**config.mk**
```make
export PLATFORM = sky130hd
export DESIGN_NAME = branch_target_buffer
export DESIGN_NICKNAME = d
export VERILOG_FILES = /design/src/rtl/control_unit_types_pkg.sv /design/src/rtl/cpu_types_pkg.sv /design/src/rtl/branch_target_buffer.sv
export SDC_FILE = /design/constraint.sdc
export NUM_CORES = 1
export LEC_CHECK = 0
export ABC_AREA = 1
export CAP_MARGIN = 20
export CELL_PAD_IN_SITES_DETAIL_PLACEMENT = 1
export CELL_PAD_IN_SITES_GLOBAL_PLACEMENT = 2
export CORE_ASPECT_RATIO = 1.5
export CORE_MARGIN = 2
export CORE_UTILIZATION = 25
export CTS_CLUSTER_SIZE = 30
export DETAILED_ROUTE_END_ITERATION = 10
export HOLD_SLACK_MARGIN = 0.15
export PLACE_DENSITY_LB_ADDON = 0.3
export SLEW_MARGIN = 20
export SYNTH_ARGS = -nofsm -noshare
export SYNTH_HDL_FRONTEND = slang
export SYNTH_SLANG_ARGS = --single-unit
```
**constraint.sdc**
```tcl
create_clock -name CLK -period 2.2 [get_ports CLK]
set_input_delay 0.44 -clock CLK [delete_from_list [all_inputs] [get_ports CLK]]
set_output_delay 0.44 -clock CLK [all_outputs]
set_load 0.02 [all_outputs]
```
**src/rtl/control_unit_types_pkg.sv**
```systemverilog
// Decoded instruction operation codes shared by control and fetch logic.
package control_unit_types_pkg;
  typedef enum logic [3:0] {
    OADD  = 4'd0,
    OSUB  = 4'd1,
    OAND  = 4'd2,
    OOR   = 4'd3,
    OBEQ  = 4'd4,
    OBNE  = 4'd5,
    OJ    = 4'd6,
    OHALT = 4'd7
  } opfunc_t;
endpackage

```
**src/rtl/cpu_types_pkg.sv**
```systemverilog
// Shared CPU datapath types: machine word and the BTB line format.
package cpu_types_pkg;
  typedef logic [31:0] word_t;

  localparam int BTB_ENTRIES = 4;
  localparam int BTB_IDX_W   = 2;
  localparam int BTB_TAG_W   = 32 - BTB_IDX_W - 2;

  typedef struct packed {
    logic                 valid;
    logic [BTB_TAG_W-1:0] tag;
    word_t                target;
  } btb_entry_t;
endpackage

```
**src/rtl/branch_target_buffer.sv**
```systemverilog
// Direct-mapped branch target buffer: combinational lookup of the fetch PC,
// written at branch resolution, with same-cycle write/read bypass.
module branch_target_buffer
  import cpu_types_pkg::*;
  import control_unit_types_pkg::*;
#(
  parameter int ENTRIES = BTB_ENTRIES,
  parameter int IDX_W   = BTB_IDX_W
) (
  input  logic             CLK,
  input  logic             nRST,
  input  logic [31:0]      pcif,
  output logic             btb_hit,
  output logic [31:0]      btb_target,
  output logic [IDX_W-1:0] prindex,
  input  logic [31:0]      upd_pc,
  input  logic [31:0]      upd_target,
  input  opfunc_t          opfunc,
  input  logic             ABtaken,
  input  logic             upd_stall,
  input  logic             btb_flush
);
  localparam int TAG_W = 32 - IDX_W - 2;

  btb_entry_t       btb_q [ENTRIES];
  logic [IDX_W-1:0] idx;
  logic [IDX_W-1:0] uidx;
  logic [TAG_W-1:0] tag_in;
  logic [TAG_W-1:0] utag;
  logic             upd_taken;

  assign idx    = pcif[IDX_W+1:2];
  assign tag_in = pcif[31:IDX_W+2];
  assign uidx   = upd_pc[IDX_W+1:2];
  assign utag   = upd_pc[31:IDX_W+2];

  // Not-taken branches never touch the line; direction lives in the predictor.
  assign upd_taken = ((opfunc == OBEQ) || (opfunc == OBNE)) && !upd_stall && ABtaken;

  // Same slice as the predictor's update index, keeping line i and counter i paired.
  assign prindex = idx;

  always_ff @(posedge CLK or negedge nRST) begin
    if (!nRST) begin
      for (int i = 0; i < ENTRIES; i++) btb_q[i] <= '0;
    end else if (btb_flush) begin
      for (int i = 0; i < ENTRIES; i++) btb_q[i].valid <= 1'b0;
    end else if (upd_taken) begin
      btb_q[uidx] <= '{valid: 1'b1, tag: utag, target: upd_target};
    end
  end

  always_comb begin
    btb_hit    = 1'b0;
    btb_target = '0;
    if (upd_taken && !btb_flush && (uidx == idx) && (utag == tag_in)) begin
      btb_hit    = 1'b1;
      btb_target = upd_target;
    end else if (btb_q[idx].valid && (btb_q[idx].tag == tag_in)) begin
      btb_hit    = 1'b1;
      btb_target = btb_q[idx].target;
    end
  end
endmodule

```
# --- After elaboration in Yosys (flattened, before gate mapping) ---
# Index checks and enable logic that the tools add are counted.
word_totals:
  rom_bits: 0
  in_bits: 105
  latch_bits: 0
  word_cells: 50
  reg_bits: 244
  output_inout_bits: 35
  mem_count: 0
  mem_bits_rw: 0
classes:
  shifts: 0
  add_sub_neg: 0
  bitwise_logic: 3
  multipliers: 0
  reduce_logical: 12
  div_mod_pow: 0
  order_cmp: 3
  n_eq_ne: 5
  mux: 15
ops:
  columns: ["operator", "count"]
  rows:
  - ["$bwmux W244", 1]
  - ["$mux W244", 1]
  - ["$mux W61", 3]
  - ["$bmux W61 S2", 1]
  - ["$demux W61 S2", 1]
  - ["$mux W32", 2]
  - ["$eq A28 B28 Y1", 2]
  - ["$eq A4 B3 Y1 const B", 2]
  - ["$logic_and A1 B1 Y1", 7]
  - ["$ge A3 B3 Y1 const B", 2]
  - ["$mux W1", 6]
  - ["$not A2 Y3", 2]
  - ["$lt A3 B1 Y1 const B", 1]
  - ["$eq A2 B2 Y1", 1]
  - ["$logic_not A1 Y1", 2]
  - ["$reduce_and A2 Y1", 1]
  - ["$reduce_bool A2 Y1", 1]
  - ["$logic_or A1 B1 Y1", 1]
  - ["$not A1 Y1", 1]

# --- Longest topological paths before layout ---
logic_depth:
  word_depth: 8
  mapped_depth: 16

# --- Least setup slack after synthesis ---
# No wires, ideal clock.
synth_path:
  path_kind: "in2out"
  start: "in pcif[2]"
  end: "out btb_target[20]"
  cell_stages: 13
  t_arrival_ns: 2.024
  n_path_buf: 4
  path_slack_ns: -0.264
  required_time_ns: 1.760
  cell_sequence: "buf_6 buf_6 buf_6 nand2_2 nand3_2 nand3_1 o21ai_1 nor2_1 nand3_1 nor2_4 nand2_4 buf_6 a21oi_1"
synth_via:
  elab_chain_cells: 8
  elab_cells_between_ends: 11
  classes_between: "eq/ne (2); mux (5); bitwise (1); reduce/logical (3)"
synth_rtl:
  columns: ["item", "line_no", "text"]
  rows:
  - ["start, declared", "branch_target_buffer.sv:12", "input logic [31:0] pcif,"]
  - ["$not A2 Y3 (implied by the code)", "branch_target_buffer.sv:59, branch_target_buffer.sv:61", null]
  - ["$bmux W61 S2", "branch_target_buffer.sv:59, branch_target_buffer.sv:61", null]
  - ["$mux W61 (implied by the code) (2 in series)", "branch_target_buffer.sv:61", "btb_target = btb_q[idx].target;"]
  - ["$eq A28 B28 Y1", "branch_target_buffer.sv:59", "end else if (btb_q[idx].valid && (btb_q[idx].tag == tag_in)) begin"]
  - ["$logic_and A1 B1 Y1", "branch_target_buffer.sv:59", null]
  - ["$mux W32", "branch_target_buffer.sv:59", null]
  - ["$mux W32 (*)", "branch_target_buffer.sv:56", "if (upd_taken && !btb_flush && (uidx == idx) && (utag == tag_in)) begin"]
  - ["end, declared", "branch_target_buffer.sv:14", "output logic [31:0] btb_target,"]
# Every way passes the cells marked *; elsewhere a longest branch is shown, timed or not. The select of a mux whose other input is x is not followed.

# --- Worst setup path after layout ---
layout_path:
  start: "reg btb_q[37] (netlist bit)"
  end: "out btb_target[0]"
layout_via:
  elab_chain_cells: 7
layout_rtl:
  columns: ["item", "line_no", "text"]
  rows:
  - ["start, declared", "branch_target_buffer.sv:25", "btb_entry_t btb_q [ENTRIES];"]
  - ["start signal, assigned by index", "branch_target_buffer.sv:49", "btb_q[uidx] <= '{valid: 1'b1, tag: utag, target: upd_target};"]
  - ["$bmux W61 S2", "branch_target_buffer.sv:59", null]
  - ["$mux W61 (2 in series)", null, null]
  - ["$eq A28 B28 Y1", "branch_target_buffer.sv:59", null]
  - ["$logic_and A1 B1 Y1", "branch_target_buffer.sv:59", null]
  - ["$mux W32", "branch_target_buffer.sv:59", null]
  - ["$mux W32", "branch_target_buffer.sv:56", null]
# Every way passes these cells. The select of a mux whose other input is x is not followed.

==> flow_metrics.tcl <==
set metrics [dict create \
    status "finished, violations left" \
    violations "setup timing" \
    dr.pass1.iters 4 \
    ant_nets 0 \
    reg2reg_to "btb_q[39]" \
    crit_chain "nand2_1 -> nand3_1 -> nand3_2 -> nand2_1 -> inv_1 -> nand2_1 -> nor2_1 -> nand2_1 -> nor2_4 -> buf_12 -> nand2_8 -> buf_12 -> a21oi_4 -> buf_6" \
    max_freq_ghz 0.339 \
    path_clk_slew_ns 0.07 \
    largestRegisters "btb_q (244)" \
    rr_startpoint "btb_q[39]" \
    worstSetupEndpointType "output port" \
    antenna_found_initial 1 \
    syn_nets 1822 \
    setup.worst_path.start "btb_q[37]" \
    ir_worst_vdd_uv 524 \
    post-route-period-util_pct 134 \
    grt_usage_pct 18.3 \
    worstPathRequired_ns 1.76 \
    ys.flop_type "dfrtp_1" \
    vias 12194 \
    h-tree-depth 1 \
    slew_headroom_pct 66.4 \
    antenna-diode-count 0 \
    ys_seq_area_share_pct 48.3 \
    syn_area_um2 12600 \
    cts_buffer_depth 3 \
    skew_ns 0 \
    clk_latency_ns 0.54 \
    wl_per_cell_um 17.9 \
    slowest_stage "dfrtp_1" \
    area_growth_pct 41.4 \
    largest_reg_flops 244 \
    cp_slowest_stage_delay_ns 0.38 \
    utilization_pct 35.9 \
    r2r_cells 3 \
    cts_num_sinks 244 \
    vias_per_cell 4.59 \
    final_nets 2082 \
    hp-class "input port to async pin" \
    setup_ws_ns -0.749 \
    syn_avg_cell_area_um2 7.36 \
    most-common-layout-cells "nand2_1, o21ai_0, dfrtp_1" \
    async_flop_share_pct 100 \
    grt_pass1_wl_mm 75.1 \
    wl_mm 47.6 \
    critPathTopFamily "simple AND/OR/NAND/NOR gates" \
    yosysWarnings 0 \
    cp.arrival_ns 2.51 \
    path_class "register to output port" \
    grt_pass1_vias 13278 \
    drive_gt1_share_pct 19.5 \
    die_x_um 188 \
    yosysUniqueCellTypes 33 \
    die_area_um2 52400 \
    period_minus_slack_ns 2.95 \
    synth_edf_count 0 \
    cp_common_cell "nand2_1" \
    largest-register "btb_q" \
    gp_congestion 0.826 \
    crit_path_max_fanout 5 \
    setup_tns_ns -23.60 \
    drt_iter0_markers 489 \
    cts_root_buf "clkbuf_16" \
    powerDensity_nw_per_um2 644 \
    r2r_slack_ns 1.45 \
    dp_hpwl_mm 33.5 \
    rsz0062_at_grt "yes" \
    drv_slew 0 \
    tightest_slew_ns 0.504 \
    n_fill_cell 6035 \
    ys_ff_latch 244 \
    timing.final.hold_violations 0 \
    critPathLaunchType "register" \
    rows 100 \
    drc 0 \
    maxCapViolCount 0 \
    path_buf_inv 4 \
    coreArea_um2 49800 \
    grt_max_degree 68 \
    grt_overflow 0 \
    layout_commonest_cell "nand2_1" \
    port_buffers 134 \
    start_util_pct 25.4 \
    cts_tree "done" \
    pin_count 140 \
    setup_viol 33 \
    die_y_um 279 \
    leakage_nw 8.42 \
    synthCells 1717 \
    cts_buffers 27 \
]
[kinds of logic after synthesis]
kind of cell,share of synthesized area (%)
buf+inv,8.16
flops,48.3
xor+xnor,0.624
simple gates,28.0
compound gates,14.8
[worst max-delay path by stage]
stage                          end  slack (ns)  cells past startpoint
floorplan           btb_target[21]       -0.16                     13
detailed placement   btb_target[3]       -1.34                     13
global route         btb_target[0]       -0.91                     15
finish               btb_target[0]       -0.75                     14
global placement     btb_target[3]       -1.40                     13
CTS                  btb_target[0]       -0.81                     15
[per-stage QoR]
step / power (mW) / std cells / instance area (um2) / worst slack (ns) / hold WS [ns]
after floorplan: 5.91 / 1717 / 12800 / -0.162 / 0.144
after global routing: 12.1 / 2659 / 17900 / -0.912 / 0.413
after global placement: 6.77 / 2596 / 16300 / -1.40 / 0.376
final: 11.5 / 2659 / 17900 / -0.749 / 0.404
after CTS: 11.7 / 2657 / 17700 / -0.810 / 0.393
after detailed placement: 6.82 / 2596 / 16300 / -1.34 / 0.372
[what timing repair did]
item                                    in CTS  in global routing
endpoints found under the setup margin      33                 33
gates cloned                                 4                  2
endpoints found under the hold margin       39                  0
resized for setup                          291                 15
hold buffers                                 1                  0
pin swaps                                   54                  7
buffers inserted                             8                  0
[synthesized netlist by cell type, drive strengths merged, types with 7 or more instances]
cell	number	area [um2]
nand4	7	43.8
nand2	640	2410
o21ai	283	1420
nand3	123	621
buf	36	280
inv	128	488
nor2	91	362
dfrtp	244	6110
o22ai	15	93.8
a21oi	38	194
clkbuf	69	259
a32o	17	170
[final cells by class]
type                       instances  area, um2  area share (%)
clock buffer                      37        793            4.44
clock inverter                    11        133           0.742
tap                              663        830            4.64
sequential                       244       6110            34.2
multi-input combinational       1239       6040            33.8
timing repair buffer             336       3470            19.4
inverter                         129        497            2.78
[layer usage]
layer | vias to the layer above | GRT usage (%) | part of all wire (%)
li1 | 6039 | - | -
met2 | 161 | 34.1 | 52
met5 | - | 0 | 0.027
met4 | 2 | 5.94 | 3.0
met3 | 51 | 1.82 | 2.4
met1 | 5941 | 21.8 | 42
[where the power goes]
| group | total, mW | leakage [nW] | internal [mW] | switching [mW] |
|---|---|---|---|---|
| logic | 1.73 | 4.64 | 0.750 | 0.981 |
| clock network | 4.75 | 0.463 | 2.85 | 1.89 |
| registers | 5.03 | 3.33 | 4.85 | 0.185 |
| total | 11.5 | 8.42 | 8.45 | 3.06 |
(Power assumes the default switching activity.)
